File: src/rtl/noc_pkg.sv
// noc_pkg: shared port indices, header field positions and hop-code helpers for the PE/control mesh.
package noc_pkg;
  localparam int NPORT = 5;
  localparam logic [2:0] P_N = 3'd0;
  localparam logic [2:0] P_E = 3'd1;
  localparam logic [2:0] P_S = 3'd2;
  localparam logic [2:0] P_W = 3'd3;
  localparam logic [2:0] P_L = 3'd4;
  typedef enum logic {ROUTE_XY = 1'b0, ROUTE_YX = 1'b1} route_order_e;
  // Header is {dir_x, dir_y, x_hop[COL-1], y_hop[ROW-1], payload} from the MSB down.
  function automatic int x_msb(input int width);
    return width - 3;
  endfunction
  function automatic int x_lsb(input int width, input int col);
    return width - 1 - col;
  endfunction
  function automatic int y_lsb(input int width, input int col, input int row);
    return width - col - row;
  endfunction
  // Left-aligned thermometer: every set bit has a set bit directly above it within the field.
  function automatic logic is_thermo(input logic [31:0] v, input int w);
    logic [31:0] m;
    m = (32'd1 << (w - 1)) - 32'd1;
    return (v & ~(v >> 1) & m) == 32'd0;
  endfunction
endpackage

File: src/rtl/router_in_fifo.sv
// router_in_fifo: DEPTH-entry input buffer; pointers carry an extra MSB to tell full from empty.
module router_in_fifo #(
  parameter int WIDTH = 53,
  parameter int DEPTH = 4
) (
  input  logic             clk,
  input  logic             rst,
  input  logic             push,
  input  logic [WIDTH-1:0] push_data,
  input  logic             pop,
  output logic             full,
  output logic             empty,
  output logic [WIDTH-1:0] head
);
  localparam int AW = $clog2(DEPTH);
  logic [AW:0] wp_q, wp_d, rp_q, rp_d;
  logic [WIDTH-1:0] mem_q [DEPTH];
  logic [WIDTH-1:0] mem_d [DEPTH];
  assign empty = wp_q == rp_q;
  assign full = (wp_q[AW] != rp_q[AW]) && (wp_q[AW-1:0] == rp_q[AW-1:0]);
  assign head = mem_q[rp_q[AW-1:0]];
  always_comb begin
    mem_d = mem_q;
    if (push) mem_d[wp_q[AW-1:0]] = push_data;
    wp_d = wp_q + (AW+1)'(push);
    rp_d = rp_q + (AW+1)'(pop & !empty);
  end
  always_ff @(posedge clk or posedge rst)
    if (rst) begin
      wp_q <= '0;
      rp_q <= '0;
    end else begin
      wp_q <= wp_d;
      rp_q <= rp_d;
    end
  always_ff @(posedge clk) mem_q <= mem_d;
endmodule

File: src/rtl/mesh_router_sync.sv
// mesh_router_sync: 5-port clocked mesh router with input FIFOs, thermometer-hop routing,
// per-output round-robin arbitration and registered outputs.
module mesh_router_sync
  import noc_pkg::*;
#(
  parameter int ROW          = 4,
  parameter int COL          = 4,
  parameter int FILTER_WIDTH = 8,
  parameter int WIDTH        = 13 + 5 * FILTER_WIDTH,
  parameter int DEPTH        = 4,
  parameter int ROUTE_ORDER  = 0
) (
  input  logic                 clk,
  input  logic                 rst,
  input  logic [4:0]           in_valid,
  output logic [4:0]           in_ready,
  input  logic [5*WIDTH-1:0]   in_data,
  output logic [4:0]           out_valid,
  input  logic [4:0]           out_ready,
  output logic [5*WIDTH-1:0]   out_data,
  output logic                 err_pulse,
  output logic [7:0]           drop_cnt
);
  localparam int XH = x_msb(WIDTH);
  localparam int XL = x_lsb(WIDTH, COL);
  localparam int YH = XL - 1;
  localparam int YL = y_lsb(WIDTH, COL, ROW);
  localparam bit YX = ROUTE_ORDER == int'(ROUTE_YX);
  logic [4:0] full, empty, pop, bad, use_x, use_y, gnt, ld_ok;
  logic [4:0] out_valid_q, out_valid_d;
  logic [WIDTH-1:0] head [NPORT];
  logic [WIDTH-1:0] nflit [NPORT];
  logic [WIDTH-1:0] out_q [NPORT];
  logic [WIDTH-1:0] out_d [NPORT];
  logic [2:0] dst [NPORT];
  logic [2:0] win [NPORT];
  logic [2:0] ptr_q [NPORT];
  logic [2:0] ptr_d [NPORT];
  logic [3:0] t;
  logic [2:0] idx;
  logic err_q, err_d;
  logic [7:0] cnt_q, cnt_d;
  for (genvar g = 0; g < NPORT; g++) begin : g_port
    router_in_fifo #(.WIDTH(WIDTH), .DEPTH(DEPTH)) u_fifo (
      .clk(clk), .rst(rst),
      .push(in_valid[g] & !full[g]), .push_data(in_data[g*WIDTH +: WIDTH]),
      .pop(pop[g]), .full(full[g]), .empty(empty[g]), .head(head[g])
    );
    assign out_data[g*WIDTH +: WIDTH] = out_q[g];
  end
  assign in_ready = ~full;
  assign out_valid = out_valid_q;
  assign err_pulse = err_q;
  assign drop_cnt = cnt_q;
  always_comb
    for (int i = 0; i < NPORT; i++) begin
      nflit[i] = head[i];
      use_x[i] = |head[i][XH:XL] & (!YX | ~|head[i][YH:YL]);
      use_y[i] = |head[i][YH:YL] & !use_x[i];
      dst[i] = use_x[i] ? (head[i][WIDTH-1] ? P_E : P_W) : use_y[i] ? (head[i][WIDTH-2] ? P_N : P_S) : P_L;
      if (use_x[i]) nflit[i][XH:XL] = head[i][XH:XL] << 1;
      if (use_y[i]) nflit[i][YH:YL] = head[i][YH:YL] << 1;
      bad[i] = !empty[i] & (!is_thermo(32'(head[i][XH:XL]), COL - 1) |
                            !is_thermo(32'(head[i][YH:YL]), ROW - 1) | dst[i] == 3'(i));
    end
  // Scan from pointer+4 down to pointer so the request closest to the pointer wins last.
  always_comb begin
    t = '0;
    idx = '0;
    for (int o = 0; o < NPORT; o++) begin
      ld_ok[o] = !out_valid_q[o] | out_ready[o];
      gnt[o] = 1'b0;
      win[o] = '0;
      for (int k = NPORT - 1; k >= 0; k--) begin
        t = 4'(ptr_q[o]) + 4'(k);
        idx = t >= 4'd5 ? 3'(t - 4'd5) : 3'(t);
        if (!empty[idx] && !bad[idx] && dst[idx] == 3'(o) && ld_ok[o]) begin
          win[o] = idx;
          gnt[o] = 1'b1;
        end
      end
      out_valid_d[o] = gnt[o] | (out_valid_q[o] & !out_ready[o]);
      out_d[o] = gnt[o] ? nflit[win[o]] : out_q[o];
      ptr_d[o] = gnt[o] ? (win[o] == 3'd4 ? 3'd0 : win[o] + 3'd1) : ptr_q[o];
    end
    cnt_d = cnt_q;
    for (int i = 0; i < NPORT; i++) begin
      pop[i] = bad[i] | (!empty[i] & gnt[dst[i]] & win[dst[i]] == 3'(i));
      if (bad[i] && cnt_d != 8'hff) cnt_d = cnt_d + 8'd1;
    end
    err_d = |bad;
  end
  always_ff @(posedge clk or posedge rst)
    if (rst) begin
      out_valid_q <= '0;
      err_q <= 1'b0;
      cnt_q <= '0;
      for (int o = 0; o < NPORT; o++) begin
        out_q[o] <= '0;
        ptr_q[o] <= '0;
      end
    end else begin
      out_valid_q <= out_valid_d;
      err_q <= err_d;
      cnt_q <= cnt_d;
      for (int o = 0; o < NPORT; o++) begin
        out_q[o] <= out_d[o];
        ptr_q[o] <= ptr_d[o];
      end
    end
endmodule

File: config.mk
export PLATFORM = sky130hd
export DESIGN_NAME = mesh_router_sync
export DESIGN_NICKNAME = d
export VERILOG_FILES = /design/src/rtl/noc_pkg.sv /design/src/rtl/router_in_fifo.sv /design/src/rtl/mesh_router_sync.sv
export SDC_FILE = /design/constraint.sdc
export NUM_CORES = 2
export LEC_CHECK = 0
export CAP_MARGIN = 20
export CORE_ASPECT_RATIO = 0.9
export CORE_MARGIN = 4
export CORE_UTILIZATION = 51
export DETAILED_ROUTE_END_ITERATION = 6
export PLACE_DENSITY_LB_ADDON = 0.25
export SLEW_MARGIN = 10
export SYNTH_ARGS = -nofsm -noshare
export SYNTH_HDL_FRONTEND = slang
export SYNTH_SLANG_ARGS = --single-unit
File: constraint.sdc
create_clock -name clk -period 15.35 [get_ports clk]
set_input_delay 3.07 -clock clk [delete_from_list [all_inputs] [get_ports clk]]
set_output_delay 3.07 -clock clk [all_outputs]
set_load 0.03 [all_outputs]
**Word-level counts from Yosys, hierarchy flattened**

Cells that the tools add are included.

- Bits in registers: 1384
- Logic and storage cells: 955
- Bits of input ports: 277

- Reductions and logical operators: 203
- Bitwise operators: 126
- Add/subtract/negate cells: 65
- Magnitude comparators: 105
- Equal/unequal tests: 53
- Muxes and demuxes: 360

Operators by type and width:

| operator | count |
|---|---|
| 53-bit two-way mux | 25 |
| 212-bit bitwise mux | 5 |
| 53-bit binary-select mux with 3-bit select | 5 |
| 53-bit binary-select mux with 2-bit select | 5 |
| 53-bit demux with 2-bit select | 5 |
| 3-bit two-way mux | 135 |
| 32-bit logical NOT | 10 |
| 3-bit binary-select mux with 3-bit select | 30 |
| 1-bit binary-select mux with 3-bit select | 55 |
| 4-bit >= comparator, second input constant | 35 |
| 3-bit inverter with 4-bit output | 35 |
| 3-bit by 4-bit less-than comparator with 1-bit output, second input constant | 30 |
| 1-bit logical AND | 90 |
| 1-bit logical NOT | 85 |
| 4-bit by 3-bit >= comparator with 1-bit output, second input constant | 20 |
| 1-bit two-way mux | 80 |
| 3-bit subtractor, second input constant | 25 |
| 3-bit >= comparator, second input constant | 15 |
| 3-bit by 2-bit equality test with 1-bit output, second input constant | 14 |
| 3-bit by 2-bit adder with 4-bit output, second input constant | 10 |
| 8-bit by 1-bit adder with 8-bit output, second input constant | 5 |
| 8-bit two-way mux | 5 |
| 8-bit != test, second input constant | 5 |
| 3-bit equality test, second input constant | 12 |
| 20 further kinds | 171 |

**Depth between registers and ports, before layout**

- Depth in word-level cells: 31
- Depth in mapped cells: 29
- Depth with buffers taken out: 28

**Hierarchy**

A second synthesis with hierarchy kept.

- Cells, all modules: 4386
- Area, all modules: 63892.5 um^2

By module, submodules not included:

| module | cells each | instances | area an instance (um^2) |
|---|---|---|---|
| router_in_fifo | 302 | 5 | 8021.4 |
| mesh_router_sync | 2876 | 1 | 23785.3 |

**Worst setup path after synthesis**

No wires, ideal clock.

- Kind: input port to flip-flop
- Start point: input in_valid[3]
- End point: register g_port[3].u_fifo.mem_q[159] in the netlist's numbering (enable)
- Setup time: 0.540 ns
- Path slack: 7.610 ns
- Cell stages on the path: 2
- Data arrival time: 7.200 ns
- Data required time: 14.810 ns
- Cells stage by stage: and2_0 nor3b_1

- Cells in the longest elaborated chain, start to end: 1

RTL lines:

| element | line | text |
|---|---|---|
| from (decl) | mesh_router_sync.sv:15 | `input logic [4:0] in_valid,` |
| 1-bit bitwise AND | mesh_router_sync.sv:46 | `.push(in_valid[g] & !full[g]), .push_data(in_data[g*WIDTH +: WIDTH]),` |
| to (signal assigned) | router_in_fifo.sv:36 | `always_ff @(posedge clk) mem_q <= mem_d;` |
| to (decl) | router_in_fifo.sv:17 | `logic [WIDTH-1:0] mem_q [DEPTH];` |

Every way passes these cells.
A chain may end at the register's enable or synchronous reset.

**Worst setup path after layout**

- Start point: register g_port[0].u_fifo.rp_q[0]
- End point: register cnt_q[1] (netlist: drop_cnt[1])

- Cells in the longest elaborated chain, start to end: 26

RTL lines:

| element | line | text |
|---|---|---|
| from (decl) | router_in_fifo.sv:16 | `logic [AW:0] wp_q, wp_d, rp_q, rp_d;` |
| from (signal assigned) | router_in_fifo.sv:34 | `rp_q <= rp_d;` |
| 2-bit inverter with 3-bit output (not written as such) | router_in_fifo.sv:21 | `assign head = mem_q[rp_q[AW-1:0]];` |
| 53-bit binary-select mux with 2-bit select | router_in_fifo.sv:21 |  |
| 53-bit two-way mux (not written as such) (2 in a row) | router_in_fifo.sv:21 |  |
| 3-bit OR reduction | mesh_router_sync.sv:58 | `use_x[i] = \|head[i][XH:XL] & (!YX \| ~\|head[i][YH:YL]);` |
| 1-bit logical NOT | mesh_router_sync.sv:59 | `use_y[i] = \|head[i][YH:YL] & !use_x[i];` |
| 1-bit bitwise AND | mesh_router_sync.sv:59 |  |
| 3-bit two-way mux (2 in a row) | mesh_router_sync.sv:60 | `dst[i] = use_x[i] ? (head[i][WIDTH-1] ? P_E : P_W) : use_y[i] ? (head[i][WIDTH-2] ? P_N : P_S) : P_L;` |
| 3-bit logical NOT | mesh_router_sync.sv:64 | `!is_thermo(32'(head[i][YH:YL]), ROW - 1) \| dst[i] == 3'(i));` |
| [6 not listed] | n/a |  |
| 8-bit two-way mux * | mesh_router_sync.sv:89 | `if (bad[i] && cnt_d != 8'hff) cnt_d = cnt_d + 8'd1;` |
| branches (longest 2 deep; another with 8-bit by 1-bit adder with 8-bit output) | n/a |  |
| 8-bit two-way mux * | mesh_router_sync.sv:89 |  |
| branches (longest 2 deep; another with 8-bit by 1-bit adder with 8-bit output) | n/a |  |
| 8-bit two-way mux * | mesh_router_sync.sv:89 |  |
| branches (longest 2 deep; another with 8-bit by 1-bit adder with 8-bit output) | n/a |  |
| 8-bit two-way mux * | mesh_router_sync.sv:89 |  |
| via cnt_d[1] | mesh_router_sync.sv:42 | `logic [7:0] cnt_q, cnt_d;` |
| to (signal assigned) | mesh_router_sync.sv:105 | `cnt_q <= cnt_d;` |
| to (decl) | mesh_router_sync.sv:42 |  |

Mark *: on every way through the listed nets, which the timed path passes. The select of a mux whose other input is x is not followed.

==> results.sh <==
export IMPL_status="finished, violations left"
export IMPL_violations="DRC"
export IMPL_fin_skew_ps=40.17
export IMPL_netlist_instances=4458
export IMPL_grt_usage=0.3246
export IMPL_finalSetupViolations=0
export IMPL_synth_top_area_frac=0.5025
export IMPL_dp_hpwl_um=151900
export IMPL_hold_viol=0
export IMPL_root_buffer="clkbuf_16"
export IMPL_post_cts_repair_setup_buffers=0
export IMPL_antenna_found_initial=43
export IMPL_critPathLaunchType="flip-flop"
export IMPL_cp_buffers_inverters=2
export IMPL_final_area_mm2=0.07539
export IMPL_clk_pin_slew_ps=60
export IMPL_worst_hold_slack_ps=470.8
export IMPL_vias=43430
export IMPL_overflow=0
export IMPL_grt_pass1_wl_um=303900
export IMPL_fin_crit_sh=0.5480
export IMPL_synth_area_per_cell_um2=14.21
export IMPL_synth_area_mm2=0.06335
export IMPL_drive_gt1_frac=0.1462
export IMPL_max_stage_delay_ps=750
export IMPL_path_max_fanout=46
export IMPL_start_util=0.5142
export IMPL_syn_to_final_growth_pct=19.00
export IMPL_hold_path_class="flip-flop to flip-flop"
export IMPL_tightest_slew_ps=1150
export IMPL_critPathSlowestCell="buf_4"
export IMPL_period_needed_ps=8411
export IMPL_relSlewSlack=0.2330
export IMPL_die_w_um=379.5
export IMPL_ctsResizeCount=0
export IMPL_ant_nets=0
export IMPL_syn_nets=4807
export IMPL_synth_edf_count=1060
export IMPL_core_area_mm2=0.1232
export IMPL_drv_cap=0
export IMPL_clock_sinks=1384
export IMPL_ys_types=110
export IMPL_crit_top_cell="ha_1"
export IMPL_ioPinCount=561
export IMPL_dieArea_mm2=0.1299
export IMPL_drt_wl_total_um=213700
export IMPL_viasPerCell=6.475
export IMPL_async_reset_ff_frac=0.2341
export IMPL_fin_cells=6708
export IMPL_drt_initial_drc_count=5353
export IMPL_firstDrtPassIters=7
export IMPL_ys_ff_latch=1384
export IMPL_portBuffers=560
export IMPL_path_delay_family="compound AO/OA/AOI/OAI gates"
export IMPL_wl_per_cell_um=31.86
export IMPL_arrival_ps=9050
export IMPL_die_height_um=342.4
export IMPL_ys_warn_count=0
export IMPL_fmax_mhz=118.9
export IMPL_clockBufferDepth=3
export IMPL_gp_congestion=1.021
export IMPL_synth_flop_cell="edfxtp_1"
export IMPL_grt_setup_unrepaired="no"
export IMPL_cts_hold_buf=0
export IMPL_drv_slew=0
export IMPL_path_class="flip-flop to flip-flop"
export IMPL_n_fill_cell=9230
export IMPL_grt_max_degree=106
export IMPL_synth_area_top_cells="edfxtp_1 50%, dfrtp_1 13%, mux4_2 9.8%, mux2i_1 3.0%, nand2_1 2.9%"
export IMPL_drc=11
export IMPL_cts_tree="built"
export IMPL_final_net_count=5312
export IMPL_worst_r2r_setup_slack_ps=6940
export IMPL_cts_htree_levels=4
export IMPL_rows=122
export IMPL_worstSkewPairLatency_ps=790
export IMPL_yosys_area_top_type="edfxtp_1"
export IMPL_post_place_cells=6427
export IMPL_cts_buffers=144
export IMPL_synth_seq_area_share=0.6305
export IMPL_end_kind="flip-flop"
export IMPL_post_dp_cell_area_mm2=0.07066
export IMPL_setup_tns_ps=0
export IMPL_grt_pass1_vias=42450
export IMPL_required_ps=15990
## final cells by class
type / count / area [um^2] / share of cell area
antenna: 15 / 37.54 / 0.0004979
clock buffer: 198 / 3958 / 0.05250
clock inverter: 66 / 705.7 / 0.009361
inverter: 63 / 244.0 / 0.003236
multi-input combinational: 2735 / 22280 / 0.2955
sequential: 1384 / 39960 / 0.5301
tap: 1612 / 2017 / 0.02675
timing repair buffer: 635 / 6181 / 0.08199
## metal layers
| metal | vias up | GRT usage | wire length, um |
|---|---|---|---|
| met4 | 22 | 0.1687 | 12560 |
| met5 | - | 0 | 125 |
| li1 | 18440 | - | - |
| met1 | 21800 | 0.3997 | 76350 |
| met2 | 2606 | 0.5245 | 102000 |
| met3 | 566 | 0.09483 | 22650 |
## registers in the layout, indices dropped and copies added, names as in the netlist
signal and flops:
err_pulse 1, g_port.u_fifo.rp_q 15, g_port.u_fifo.mem_q 1060, drop_cnt 8
out_data 265, ptr_q 15, g_port.u_fifo.wp_q 15, out_valid 5
## metrics by stage
stage,setup WS [ps],util
3_5_place_dp,6917,0.5736
4_1_cts,6904,0.6114
6_report,6939,0.6120
2_1_floorplan,3310,-
5_1_grt,6180,0.6117
3_3_place_gp,7087,0.5736
## layout by cell type, fill, tap and decap left out, types with 15 or more instances in the layout
| master | n |
|---|---|
| clkinv_2 | 17 |
| nand2_1 | 480 |
| a221oi_1 | 57 |
| a31oi_1 | 44 |
| nor2_1 | 148 |
| nand3_1 | 36 |
| mux4_2 | 276 |
| and3_1 | 17 |
| dfrtp_1 | 314 |
| o21ai_0 | 254 |
| diode_2 | 15 |
| ha_1 | 67 |
| mux2i_1 | 187 |
| clkbuf_1 | 40 |
| nor3_1 | 52 |
| mux2_2 | 73 |
| a211oi_1 | 94 |
| nor2b_1 | 20 |
| xor2_1 | 35 |
| clkdlybuf4s50_1 | 560 |
| clkbuf_16 | 145 |
| inv_1 | 57 |
| o21ai_1 | 32 |
| a22oi_1 | 79 |
| or3_1 | 15 |
| a22o_1 | 21 |
| o22ai_1 | 55 |
| and2_1 | 65 |
| a21o_1 | 17 |
| clkinv_1 | 25 |
| a41oi_1 | 17 |
| edfxtp_1 | 1060 |
| buf_4 | 74 |
| o211ai_1 | 16 |
| a21oi_1 | 269 |
| nand2b_1 | 27 |
| xnor2_1 | 37 |
## worst reg2reg max path, delay by kind of cell (launching register included)
kind            cells  cell delay [ps]
compound gates      8             2100
flops               1              550
simple gates        6             1400
fa+ha+maj           4             1250
mux                 3             1490
xor+xnor            2              660
buf+inv             2              860
## synth_stat cells, types with 20 or more instances
| library cell | n |
|---|---|
| xor2_1 | 35 |
| nand3_1 | 36 |
| a22o_1 | 22 |
| and3_1 | 23 |
| o21ai_0 | 254 |
| mux4_2 | 276 |
| ha_1 | 67 |
| a221oi_1 | 57 |
| inv_1 | 58 |
| dfrtp_1 | 324 |
| nor3_1 | 58 |
| nand2b_1 | 27 |
| nor2_1 | 158 |
| and2_1 | 66 |
| a211oi_1 | 94 |
| o22ai_1 | 55 |
| nor2b_1 | 20 |
| o21ai_1 | 33 |
| a21oi_1 | 271 |
| xnor2_1 | 37 |
| mux2_2 | 74 |
| buf_2 | 52 |
| a22oi_1 | 80 |
| clkbuf_1 | 190 |
| nand2_1 | 481 |
| buf_1 | 25 |
| mux2i_1 | 188 |
| edfxtp_1 | 1060 |
| a31oi_1 | 45 |
## cells by family (layout without fill, tap and decap cells)
group           count (synthesis)  after routing  synth area share
flops                        1384           1384            0.6305
compound gates               1066           1066            0.1079
simple gates                  981            981           0.07261
mux                           539            539            0.1412
buf+inv                       339            962           0.02194
xor+xnor                       76             76           0.01098
fa+ha+maj                      73             73           0.01497
other cells                     0             15                 0
## final timing paths
check	end	cells after the start	start
worst max-delay path	drop_cnt[1]	25	g_port[0].u_fifo.rp_q[0]
worst min-delay path	out_data[105]	1	out_data[105]
worst max register to register	drop_cnt[1]	25	g_port[0].u_fifo.rp_q[0]
worst min register to register	out_data[105]	1	out_data[105]
max in group asynchronous	out_data[241]	6	rst
min in group asynchronous	out_data[151]	2	rst
Power is left out: the tool's default activity adds up to more than one toggle a clock period on the data nets, which glitch-free logic cannot reach.
